### config.mk
export PLATFORM = sky130hd
export DESIGN_NAME = load_monitor_mc
export DESIGN_NICKNAME = d
export VERILOG_FILES = /design/src/rtl/load_monitor_mc.sv
export SDC_FILE = /design/constraint.sdc
export NUM_CORES = 1
export LEC_CHECK = 0
export CORE_MARGIN = 2
export CORE_UTILIZATION = 44
export DETAILED_ROUTE_END_ITERATION = 8
export PLACE_DENSITY = 0.88
export SLEW_MARGIN = 20
export SYNTH_ARGS = -nofsm -noshare
export SYNTH_HDL_FRONTEND = slang
export SYNTH_SLANG_ARGS = --single-unit
### constraint.sdc
create_clock -name clk -period 1.9 [get_ports clk]
set_clock_uncertainty 0.15 [all_clocks]
set_input_delay 0.38 -clock clk [delete_from_list [all_inputs] [get_ports clk]]
set_output_delay 0.38 -clock clk [all_outputs]
set_load 0.01 [all_outputs]
### src/rtl/load_monitor_mc.sv
// load_monitor_mc: per-channel under-voltage / high-load monitor with hysteresis and debounce.
// Latency: a flag changes on the edge that captures the FILT_CYC-th qualifying sample; any_uv lags uv by one cycle.
// Backpressure: none; samples are consumed only on sample_vld cycles, and idle cycles hold all state.
//
// Ports:
//   clk, rst                 clock and synchronous active-high reset
//   sample_vld               v_code/i_code valid for every channel this cycle
//   v_code, i_code           packed unsigned samples, channel k at [k*DATA_W +: DATA_W]
//   uv, hl                   registered per-channel filtered under-voltage / high-load flags
//   any_uv                   registered OR of uv
//   clr_fault, uv_lat, hl_lat  sticky fault record and its clear (LOAD_MON_STICKY_EN builds only)
//
// Build option: define LOAD_MON_STICKY_EN to add the sticky latches and clr_fault.

module load_monitor_mc #(
   parameter int CHANNELS = 4,
   parameter int DATA_W   = 10,
   parameter int UV_THR   = 500,
   parameter int UV_HYST  = 8,
   parameter int HL_THR   = 700,
   parameter int HL_HYST  = 8,
   parameter int FILT_CYC = 3
) (
   input  logic                         clk,
   input  logic                         rst,
   input  logic                         sample_vld,
   input  logic [CHANNELS*DATA_W-1:0]   v_code,
   input  logic [CHANNELS*DATA_W-1:0]   i_code,
   output logic [CHANNELS-1:0]          uv,
   output logic [CHANNELS-1:0]          hl,
   output logic                         any_uv
`ifdef LOAD_MON_STICKY_EN
   ,
   input  logic                         clr_fault,
   output logic [CHANNELS-1:0]          uv_lat,
   output logic [CHANNELS-1:0]          hl_lat
`endif
);

   localparam int CW = $clog2(FILT_CYC + 1);

   // Thresholds are compared in 32 bits so the release level never wraps.
   // A release level above the sample range simply never matches.
   localparam logic [31:0] UV_ASSERT_LVL  = 32'(UV_THR);
   localparam logic [31:0] UV_RELEASE_LVL = 32'(UV_THR + UV_HYST);
   localparam logic [31:0] HL_ASSERT_LVL  = 32'(HL_THR);
   // Release level clamps at 0; "i < 0" is then never true, so hl never releases.
   localparam logic [31:0] HL_RELEASE_LVL = (HL_THR > HL_HYST) ? 32'(HL_THR - HL_HYST) : 32'd0;
   localparam logic [CW:0] FILT_LIM       = (CW+1)'(FILT_CYC);

   typedef enum logic [1:0] {
      ST_OK           = 2'd0,
      ST_ASSERT_PEND  = 2'd1,
      ST_ACTIVE       = 2'd2,
      ST_RELEASE_PEND = 2'd3
   } state_e;

   typedef struct packed {
      state_e          st;
      logic [CW-1:0]   cnt;
   } fsm_t;

   // Shared debounce step for both the UV and HL machines.
   // Band samples (neither asrt nor rel) fall through as non-qualifying in PEND states.
   function automatic fsm_t fsm_next(input fsm_t cur, input logic asrt, input logic rel);
      fsm_t        nxt;
      logic [CW:0] inc;
      nxt = cur;
      inc = {1'b0, cur.cnt} + (CW+1)'(1);
      case (cur.st)
         ST_OK: begin
            if (asrt) begin
               if (FILT_CYC == 1) begin
                  nxt.st  = ST_ACTIVE;
                  nxt.cnt = '0;
               end else begin
                  nxt.st  = ST_ASSERT_PEND;
                  nxt.cnt = CW'(1);
               end
            end
         end
         ST_ASSERT_PEND: begin
            if (!asrt) begin
               nxt.st  = ST_OK;
               nxt.cnt = '0;
            end else if (inc >= FILT_LIM) begin
               nxt.st  = ST_ACTIVE;
               nxt.cnt = '0;
            end else begin
               nxt.cnt = inc[CW-1:0];
            end
         end
         ST_ACTIVE: begin
            if (rel) begin
               if (FILT_CYC == 1) begin
                  nxt.st  = ST_OK;
                  nxt.cnt = '0;
               end else begin
                  nxt.st  = ST_RELEASE_PEND;
                  nxt.cnt = CW'(1);
               end
            end
         end
         default: begin // ST_RELEASE_PEND
            if (!rel) begin
               nxt.st  = ST_ACTIVE;
               nxt.cnt = '0;
            end else if (inc >= FILT_LIM) begin
               nxt.st  = ST_OK;
               nxt.cnt = '0;
            end else begin
               nxt.cnt = inc[CW-1:0];
            end
         end
      endcase
      return nxt;
   endfunction

   for (genvar k = 0; k < CHANNELS; k++) begin : g_ch
      logic [DATA_W-1:0] v_k, i_k;
      logic              uv_asrt, uv_rel, hl_asrt, hl_rel;
      fsm_t              uv_q, uv_d, hl_q, hl_d;
      logic              uv_flag_q, uv_flag_d, hl_flag_q, hl_flag_d;

      assign v_k     = v_code[k*DATA_W +: DATA_W];
      assign i_k     = i_code[k*DATA_W +: DATA_W];
      assign uv_asrt = 32'(v_k) <  UV_ASSERT_LVL;
      assign uv_rel  = 32'(v_k) >= UV_RELEASE_LVL;
      assign hl_asrt = 32'(i_k) >  HL_ASSERT_LVL;
      assign hl_rel  = 32'(i_k) <  HL_RELEASE_LVL;

      always_comb begin
         uv_d = uv_q;
         hl_d = hl_q;
         if (sample_vld) begin
            uv_d = fsm_next(uv_q, uv_asrt, uv_rel);
            hl_d = fsm_next(hl_q, hl_asrt, hl_rel);
         end
         // Flag is 1 in ACTIVE and while a release is still being debounced.
         uv_flag_d = (uv_d.st == ST_ACTIVE) || (uv_d.st == ST_RELEASE_PEND);
         hl_flag_d = (hl_d.st == ST_ACTIVE) || (hl_d.st == ST_RELEASE_PEND);
      end

      always_ff @(posedge clk) begin
         if (rst) begin
            uv_q      <= '0;
            hl_q      <= '0;
            uv_flag_q <= 1'b0;
            hl_flag_q <= 1'b0;
         end else begin
            uv_q      <= uv_d;
            hl_q      <= hl_d;
            uv_flag_q <= uv_flag_d;
            hl_flag_q <= hl_flag_d;
         end
      end

      assign uv[k] = uv_flag_q;
      assign hl[k] = hl_flag_q;

`ifdef LOAD_MON_STICKY_EN
      logic uv_lat_q, hl_lat_q;

      // Latch on the rising edge of the flag only; a set on the clear cycle wins.
      always_ff @(posedge clk) begin
         if (rst) begin
            uv_lat_q <= 1'b0;
            hl_lat_q <= 1'b0;
         end else begin
            uv_lat_q <= (uv_flag_d & ~uv_flag_q) | (uv_lat_q & ~clr_fault);
            hl_lat_q <= (hl_flag_d & ~hl_flag_q) | (hl_lat_q & ~clr_fault);
         end
      end

      assign uv_lat[k] = uv_lat_q;
      assign hl_lat[k] = hl_lat_q;
`endif
   end

   logic any_uv_q;

   always_ff @(posedge clk) begin
      if (rst) begin
         any_uv_q <= 1'b0;
      end else begin
         any_uv_q <= |uv;
      end
   end

   assign any_uv = any_uv_q;

endmodule

==> flow_summary.rst <==
.. list-table::
   :header-rows: 1

   * - Metric
     - Value
   * - Number of port buffers
     - 83
   * - Share of the synthesized area in the top cell type
     - 35.2%
   * - Fillers
     - 374
   * - Count of buffer and inverter cells on the critical path
     - 1
   * - Critical Path, Cell by Cell
     - clkdlybuf4s50_1, nand4bb_4, or3_4, a22oi_2, nand4_1, a31oi_1
   * - Number of nets in the layout
     - 488
   * - MaxCap Viol Count
     - 0
   * - Fraction of layout cells with a size suffix above 1
     - 22.5%
   * - Data required, critical path
     - 1.98 ns
   * - Proportion of register bits with asynchronous set or reset after synthesis
     - 0%
   * - CP delay by family, top
     - simple AND/OR/NAND/NOR gates
   * - Hold Slack
     - 0.331 ns
   * - Highest fanout seen on the critical path
     - 4
   * - Post-synthesis instance area
     - 2330 um^2
   * - Number of distinct library cells after synthesis
     - 46
   * - Data arrival time of the worst path
     - 1.96 ns
   * - Core outline area
     - 5110 um^2
   * - Die boundary height
     - 76.8 um
   * - Die ar.
     - 5890 um^2
   * - Dominant cell by count in the synthesized netlist
     - sky130_fd_sc_hd__nand2_1
   * - Number of synthesized flops with an enable pin
     - 0
   * - Remaining global-route overflow
     - 0
   * - #FFs+latches synth
     - 41
   * - Hold Violations, Final
     - 0
   * - Maximum frequency from static timing analysis
     - 532 MHz
   * - Leakage power
     - 1.54 nW
   * - Post-synth net total
     - 378
   * - Antenna violations before repair
     - 0
   * - Worst Max-Slew Pin Slew
     - 0.384 ns
   * - Maximum buffer depth of the clock tree
     - 2
   * - Placer Congestion
     - 0.810
   * - Initial Utilization
     - 45.6%
   * - Most used flip-flop cell after synthesis
     - sky130_fd_sc_hd__dfxtp_1
   * - Result of the run
     - finished clean
   * - Avg Inst Size Synth
     - 7.90 um^2
   * - Worst-case setup slack after placement
     - -0.445 ns
   * - Estimated wirelength of the detail-placed design
     - 4510 um
   * - CTS tree
     - done
   * - Gr usage total
     - 21.1%
   * - Ranking of synthesized cells by instance count
     - sky130_fd_sc_hd__nand2_1, sky130_fd_sc_hd__dfxtp_1, sky130_fd_sc_hd__a21oi_1
   * - Kind of path behind the tightest hold check
     - flop to flop
   * - Crit start category
     - input pin
   * - Vias
     - 2,639
   * - Number of buffers created by CTS
     - 5
   * - Number of max-slew violations in the final report
     - 0
   * - Area growth from synthesis to layout
     - 64.0%
   * - Final worst path period share
     - 98.9%
   * - Via count of the first global-routing pass
     - 2,586
   * - Synth warn
     - 0
   * - Clock transition time at the flip-flop clock pins of the worst setup and hold paths
     - 0.08 ns
   * - Post-layout minimum cycle time
     - 1.88 ns
   * - Routed wirelength normalized by instance count
     - 14.4 um
   * - Number of H-tree branching levels
     - 2
   * - Sequential-to-total area share from yosys stat
     - 35.2%
   * - Number of vias per cell after detailed routing
     - 5.56
   * - Delay of the slowest critical-path stage
     - 0.44 ns
   * - Number of core rows
     - 26
   * - Cell type with the largest total area after synthesis
     - sky130_fd_sc_hd__dfxtp_1
   * - Top area cells in the synthesized netlist
     - sky130_fd_sc_hd__dfxtp_1, sky130_fd_sc_hd__nand2_1, sky130_fd_sc_hd__a21oi_1, sky130_fd_sc_hd__nand3_1, sky130_fd_sc_hd__nor3_1
   * - Cell area power density
     - 524 nW/um^2
   * - Post-Synthesis Cells
     - 295
   * - Number of routed nets with antenna violations
     - 0
   * - Width of the die
     - 76.8 um
   * - Setup WS post-layout
     - 0.0218 ns
   * - Pin count of the biggest net entering global routing
     - 18
   * - Initial DRC count
     - 136
   * - Worst Path Class, Setup
     - input pin to flop
   * - First drt pass iteration count
     - 4
   * - Final number of setup-violating endpoints
     - 0
   * - Number of clock sinks
     - 41
   * - Master cell of the clock root buffer
     - sky130_fd_sc_hd__clkbuf_8
   * - Remaining max-slew budget at the tightest pin
     - 74.2%
   * - Routed wire length
     - 6830 um
   * - Wire length of the first global-routing pass
     - 10,500 um
   * - Slowest cell on the critical path
     - sky130_fd_sc_hd__clkdlybuf4s50_1
   * - Antenna Diode Count
     - 0
   * - Insertion delay to the later sink of the worst-skew pair
     - 0.30 ns
   * - Final design utilization
     - 74.8%
   * - Ports placed on the boundary
     - 92
   * - Element type at the critical path end
     - flop
   * - Residual DRC
     - 0
   * - Highest ir drop seen on vdd
     - 373 uV
tightest hold or removal path, cell delays in order (launching register included):
cell                      delay (ns)
sky130_fd_sc_hd__dfxtp_1        0.33
sky130_fd_sc_hd__nor4_1         0.05
sky130_fd_sc_hd__nor2_1         0.07
repair_timing:
item,in CTS,in global routing
hold buffers,0,0
setup endpoints to repair,16,23
buffers inserted,2,5
resized for setup,26,44
pin swaps,18,43
power breakdown:
| part | total (mW) | switching, mW | internal, mW |
|---|---|---|---|
| combinational | 0.415 | 0.169 | 0.246 |
| sequential | 0.904 | 0.0246 | 0.880 |
| clock | 0.683 | 0.301 | 0.382 |
| total | 2.00 | 0.495 | 1.51 |
stage by stage:
step / power, mW / instances / TNS, ns / instance area (um^2)
after detailed placement: 1.28 / 461 / -9.88 / 3350
final: 2.00 / 475 / 0 / 3820
after global routing: 2.09 / 475 / -0.0627 / 3820
after global placement: 1.27 / 461 / -8.12 / 3350
after floorplan: 1.05 / 295 / 0 / 2330
after CTS: 1.97 / 470 / 0 / 3550
final timing paths:
check / from / endpoint / slack, ns / cells after the start
worst max-delay path: i_code[38] / g_ch[3].hl_q[1] / 0.02 / 6
worst min-delay path: g_ch[2].uv_flag_q / any_uv / 0.33 / 2
worst max register to register: g_ch[1].uv_q[3] / g_ch[1].uv_q[1] / 0.33 / 5
worst min register to register: g_ch[2].uv_flag_q / any_uv / 0.33 / 2
sequential cells by signal (all words and copies together), names as in the netlist:
name,cells
any_uv,1
g_ch.hl_flag_q,4
g_ch.hl_q,16
g_ch.uv_flag_q,4
g_ch.uv_q,16
layout make-up:
type                    instances  area [um^2]  area share (%)
multi-input cells             228         1620            42.4
repair buffers                120         1160            30.3
flip-flops and latches         41          821            21.5
well taps                      70         87.6            2.29
clock buffers                   5         68.8            1.80
clock inverters                 2         35.0           0.917
inverters                       9         33.8           0.884
placed cells by master (no fill, tap or decap), types with 4 or more instances in the layout:
master / count
sky130_fd_sc_hd__clkdlybuf4s50_1: 52
sky130_fd_sc_hd__nand2_1: 43
sky130_fd_sc_hd__dfxtp_1: 41
sky130_fd_sc_hd__buf_4: 37
sky130_fd_sc_hd__a21oi_1: 25
sky130_fd_sc_hd__dlymetal6s2s_1: 23
sky130_fd_sc_hd__nor2_1: 18
sky130_fd_sc_hd__nand3_1: 17
sky130_fd_sc_hd__nor3_1: 13
sky130_fd_sc_hd__o21ai_0: 11
sky130_fd_sc_hd__inv_1: 9
sky130_fd_sc_hd__dlygate4sd2_1: 8
sky130_fd_sc_hd__nand4_1: 5
sky130_fd_sc_hd__a211o_1: 5
sky130_fd_sc_hd__o211ai_1: 5
sky130_fd_sc_hd__mux2_2: 5
sky130_fd_sc_hd__a21oi_2: 5
sky130_fd_sc_hd__a31oi_1: 5
sky130_fd_sc_hd__clkbuf_8: 5
sky130_fd_sc_hd__a21o_1: 4
sky130_fd_sc_hd__nand4bb_4: 4
sky130_fd_sc_hd__or3_4: 4
sky130_fd_sc_hd__a22oi_2: 4
sky130_fd_sc_hd__nand4b_1: 4
sky130_fd_sc_hd__a211oi_1: 4
routing by layer:
| layer | vias up | global-route usage [%] | part of all wire, % |
|---|---|---|---|
| met3 | 12 | 6.00 | 4.9 |
| met2 | 78 | 39.3 | 54 |
| li1 | 1320 | - | - |
| met4 | 0 | 6.91 | 1.6 |
| met5 | - | 0 | 0 |
| met1 | 1229 | 22.7 | 40 |
kinds of logic (layout without fill, tap and decap cells):
logic type	count (synthesis)	after routing	share of synthesized area [%]
compound gates	94	94	27.3
buf+inv	26	136	6.66
flops	41	41	35.2
mux	5	5	2.42
simple gates	129	129	28.4
(Power assumes the default switching activity.)
